## config.mk

```make
export PLATFORM = sky130hd
export DESIGN_NAME = pll_reset_seq
export DESIGN_NICKNAME = d
export VERILOG_FILES = /design/src/rtl/pll_reset_seq.sv
export SDC_FILE = /design/constraint.sdc
export NUM_CORES = 1
export LEC_CHECK = 0
export ABC_AREA = 1
export CAP_MARGIN = 20
export CORE_MARGIN = 2
export CORE_UTILIZATION = 50
export DETAILED_ROUTE_END_ITERATION = 6
export DONT_BUFFER_PORTS = 1
export PLACE_DENSITY = 0.73
export REMOVE_ABC_BUFFERS = 1
export SLEW_MARGIN = 10
export SYNTH_ARGS = -nofsm -noshare
export SYNTH_HDL_FRONTEND = slang
export SYNTH_SLANG_ARGS = --single-unit
```

## constraint.sdc

```tcl
create_clock -name clk -period 4.32 [get_ports clk]
set_input_delay 0.864 -clock clk [delete_from_list [all_inputs] [get_ports clk]]
set_output_delay 0.864 -clock clk [all_outputs]
set_load 0.03 [all_outputs]
```

## src/rtl/pll_reset_seq.sv

```systemverilog
// ============================================================================
// Module  : pll_reset_seq
// Brief   : Sequences peripheral/CPU reset release from a synchronised PLL
//           lock flag and counts lock losses.
// Revision: 1.0
// ============================================================================
`default_nettype none

module pll_reset_seq #(
    parameter int SYNC_STAGES   = 2,
    parameter int STABLE_CYCLES = 1024,
    parameter int HOLD_CYCLES   = 16,
    parameter int LOST_W        = 8
) (
    input  logic              clk,
    input  logic              rst,
    input  logic              lock,
    output logic              periph_rst,
    output logic              cpu_rst,
    output logic              lost_pulse,
    output logic [LOST_W-1:0] lost_cnt
);

    localparam int c_CNT_MAX = (STABLE_CYCLES > HOLD_CYCLES) ? STABLE_CYCLES : HOLD_CYCLES;
    localparam int c_CNT_W   = (c_CNT_MAX > 1) ? $clog2(c_CNT_MAX) : 1;
    localparam logic [c_CNT_W-1:0] c_STABLE_LAST = c_CNT_W'(STABLE_CYCLES - 1);
    localparam logic [c_CNT_W-1:0] c_HOLD_LAST   = c_CNT_W'(HOLD_CYCLES - 1);

    typedef enum logic [1:0] {
        WAIT_LOCK = 2'd0,
        STABLE    = 2'd1,
        HOLD      = 2'd2,
        RUN       = 2'd3
    } state_t;

    state_t                   r_state;
    logic [c_CNT_W-1:0]       r_cnt;
    logic [SYNC_STAGES-1:0]   r_sync;
    logic                     r_periph_rst;
    logic                     r_cpu_rst;
    logic                     r_lost_pulse;
    logic [LOST_W-1:0]        r_lost_cnt;
    logic                     w_lock_sync;

    // Lock is asynchronous to clk; only the last stage is ever looked at.
    always_ff @(posedge clk) begin
        if (rst) begin
            r_sync <= '0;
        end else begin
            r_sync <= {r_sync[SYNC_STAGES-2:0], lock};
        end
    end

    assign w_lock_sync = r_sync[SYNC_STAGES-1];

    always_ff @(posedge clk) begin
        if (rst) begin
            r_state      <= WAIT_LOCK;
            r_cnt        <= '0;
            r_periph_rst <= 1'b1;
            r_cpu_rst    <= 1'b1;
            r_lost_pulse <= 1'b0;
            r_lost_cnt   <= '0;
        end else begin
            r_lost_pulse <= 1'b0;
            case (r_state)
                WAIT_LOCK: begin
                    if (w_lock_sync) begin
                        r_state <= STABLE;
                        r_cnt   <= '0;
                    end
                end
                STABLE: begin
                    // A drop before release is not a loss: nothing was running yet.
                    if (!w_lock_sync) begin
                        r_state <= WAIT_LOCK;
                        r_cnt   <= '0;
                    end else if (r_cnt == c_STABLE_LAST) begin
                        r_state      <= HOLD;
                        r_cnt        <= '0;
                        r_periph_rst <= 1'b0;
                    end else begin
                        r_cnt <= r_cnt + 1'b1;
                    end
                end
                HOLD, RUN: begin
                    if (!w_lock_sync) begin
                        r_state      <= WAIT_LOCK;
                        r_cnt        <= '0;
                        r_periph_rst <= 1'b1;
                        r_cpu_rst    <= 1'b1;
                        r_lost_pulse <= 1'b1;
                        if (r_lost_cnt != {LOST_W{1'b1}}) begin
                            r_lost_cnt <= r_lost_cnt + 1'b1;
                        end
                    end else if (r_state == HOLD) begin
                        if (r_cnt == c_HOLD_LAST) begin
                            r_state   <= RUN;
                            r_cnt     <= '0;
                            r_cpu_rst <= 1'b0;
                        end else begin
                            r_cnt <= r_cnt + 1'b1;
                        end
                    end
                end
                default: begin
                    r_state      <= WAIT_LOCK;
                    r_cnt        <= '0;
                    r_periph_rst <= 1'b1;
                    r_cpu_rst    <= 1'b1;
                end
            endcase
        end
    end

    assign periph_rst = r_periph_rst;
    assign cpu_rst    = r_cpu_rst;
    assign lost_pulse = r_lost_pulse;
    assign lost_cnt   = r_lost_cnt;

endmodule

`default_nettype wire
```

==> summary.md <==
| Metric | Value |
|---|---|
| Launching instance or port of the critical path | lost_cnt[0] |
| Sum of negative setup slack | 0 ns |
| Number of global-route vias before repair | 998 |
| Total Routed Length | 2530 µm |
| Power Density | 263 nW/µm² |
| Static Leakage | 0.559 nW |
| Max-slew violations | 0 |
| Post-Synthesis Mean Instance Area | 6.68 µm² |
| IR Drop Worst-Case VDD | 0.000155 V |
| Post-DP HPWL | 1950 µm |
| Wire length of the first global-routing pass | 4160 µm |
| Count of vias placed by the detailed router | 1171 |
| Worst min-delay path category | register to register |
| Gr ovfl total | 0 |
| H-Tree Depth | 1 |
| Standard-cell rows | 18 |
| Largest net degree at the start of global routing | 15 |
| Nature of the critical path startpoint | register |
| Post-synth design cell area | 1290 µm² |
| Root Buffer | clkbuf_4 |
| Achievable Freq | 545 MHz |
| Clock-pin slew reported for the worst setup and hold paths after clock tree synthesis | 0.13 ns |
| DRC violations left | 0 |
| Minimum setup slack among reg-to-reg paths | 2.49 ns |
| Clk sink count | 25 |
| Port buffer count | 0 |
| Tcrit/Tclk final | 0.425 |
| Starting Density | 0.525 |
| Total setup buffers inserted after CTS | 0 |
| Count of warnings emitted by yosys | 0 |
| Number of routed nets with antenna violations | 0 |
| Number of max-cap violations | 0 |
| Final Skew | 0.00693 ns |
| Capturing element type of the critical path | register |
| Max clock buf depth | 2 |
| Worst reg2reg startpoint | lost_cnt[0] |
| Worst-Skew Late Latency | 0.31 ns |
| Cell count after synthesis | 193 |
| CP Max Fanout | 5 |
| Fraction of layout instances using a drive strength above 1 | 0.0825 |
| Hold slack final | 0.417 ns |
| Drt initial violations | 20 |
| Hold-fix buffers, CTS | 0 |
| Detail-routed net length per standard cell | 11.3 µm |
| Num ports | 14 |
| Number of gates given a new drive strength after cts | 0 |
| Pin slew with the least headroom to its limit | 0.451 ns |
| Non-filler cells in the finished layout | 224 |
| Die height | 54.8 µm |
| Unique masters post-synth | 26 |
| Synth Register Bits | 25 |
| Cells after DPL | 220 |
| Arrival time at the worst endpoint | 2.05 ns |
| Worst endpoint required time | 4.54 ns |
| Post-layout min period | 1.83 ns |
| Layout Area Growth over Synthesis | 3.49% |
| Share of the core filled with cells | 0.544 |
| Highest-count cells in the layout ignoring fill and taps | nand2_1, inv_1, dfxtp_1, nor2_1, nand3_1 |
| Sequential element share of the synthesized area | 0.388 |
| Post-Layout Inst Area | 1340 µm² |
| Result of the run | finished, final reports clean |
| Most common cell after layout, fill and taps aside | nand2_1 |
| Rel. slew slack | 0.699 |
| TritonCTS clock tree | done |
| Number of antenna violations at the first check in global routing | 0 |
| Antenna cell count | 0 |
| Hold violation total from the final report | 0 |
| Die Area | 3000 µm² |
| Setup-violating endpoint count in the final report | 0 |
| Total routing resource utilization after global routing | 0.190 |
| Setup repair after global routing missed its margin | no |
| Placer congestion estimate | 0.897 |
| Average via count per standard cell | 5.23 |
| Worst min-delay path startpoint | r_sync[0] |
| First drt pass iteration count | 4 |
| Total number of nets in the final design | 200 |
| Critical path class | register to register |
| Cts bufs inserted | 3 |
| Die Span X | 54.8 µm |
| Floorplan core area | 2450 µm² |
| Count of filler cells inserted in the layout | 244 |
| Instance area at placement | 1310 µm² |
## logic make-up (layout without fill, tap and decap cells)
group | count (synthesis) | in the layout | synth area share
AND/OR/NAND/NOR | 102 | 102 | 0.344
buffers and inverters | 34 | 35 | 0.106
AO/OA/AOI/OAI | 26 | 26 | 0.115
flip-flops | 25 | 25 | 0.388
XOR/XNOR | 4 | 4 | 0.0272
adder cells (fa/ha/maj) | 2 | 2 | 0.0194
## flip-flops by register name (all words and copies together), names as in the netlist
name        flops
r_state         2
cpu_rst         1
r_cnt          10
r_sync          2
periph_rst      1
lost_cnt        8
lost_pulse      1
## critical path, cell delays in order (launching register included)
cell	delay, ns
dfxtp_1	0.60
ha_1	0.30
nand3_1	0.10
nor2_1	0.27
nand2_1	0.09
nand2_1	0.13
nor2_1	0.07
xnor2_1	0.14
nor2_1	0.05
## cell type report
class,instances,area [µm²],share of cell area
clock buffers,3,22.5,0.0169
clock inverters,1,5.00,0.00375
inverters,31,116,0.0872
multi-input cells,134,653,0.489
flip-flops and latches,25,500,0.375
well taps,30,37.5,0.0281
## cell usage after synthesis, drive strengths merged
cell type   n  area share
nor2       25       0.075
and3        1      0.0049
a21boi      1      0.0058
nand2      48        0.15
inv        31       0.090
nand4       1      0.0049
xor2        3       0.020
xnor2       1      0.0068
buf         2       0.013
a21oi      14       0.063
dfxtp      25        0.39
o21ai      10       0.042
nand3b      1      0.0058
a31oi       1      0.0049
ha          2       0.019
clkbuf      1      0.0029
nor3        2      0.0078
nand3      24        0.10
## routing by layer
metal  up-vias  global-route usage  wire (µm)
li1        609                   -          -
met1       539               0.256       1200
met2        23               0.290       1190
met3         0              0.0601        142
met4         0              0.0542          0
met5         -                   0          0
## metrics by stage
stage	setup WS [ns]	power, W
3_5_place_dp	2.50	0.000256
2_1_floorplan	2.71	0.000252
4_1_cts	2.48	0.000357
5_1_grt	2.28	0.000370
6_report	2.49	0.000351
3_3_place_gp	2.62	0.000256
## worst paths after layout
| path | to | cells past startpoint |
|---|---|---|
| worst max-delay path | lost_cnt[4] | 8 |
| worst max register to register | lost_cnt[4] | 8 |
| worst min-delay path | r_sync[1] | 2 |
| worst min register to register | r_sync[1] | 2 |
## report_power, final
part	total (W)	internal [W]	switching, W	leakage, nW
sequential	0.000235	0.000232	0.00000234	0.202
clock	0.000100	0.0000345	0.0000654	0.0177
combinational	0.0000166	0.00000470	0.0000119	0.339
total	0.000351	0.000271	0.0000797	0.559
(Power assumes the default switching activity.)
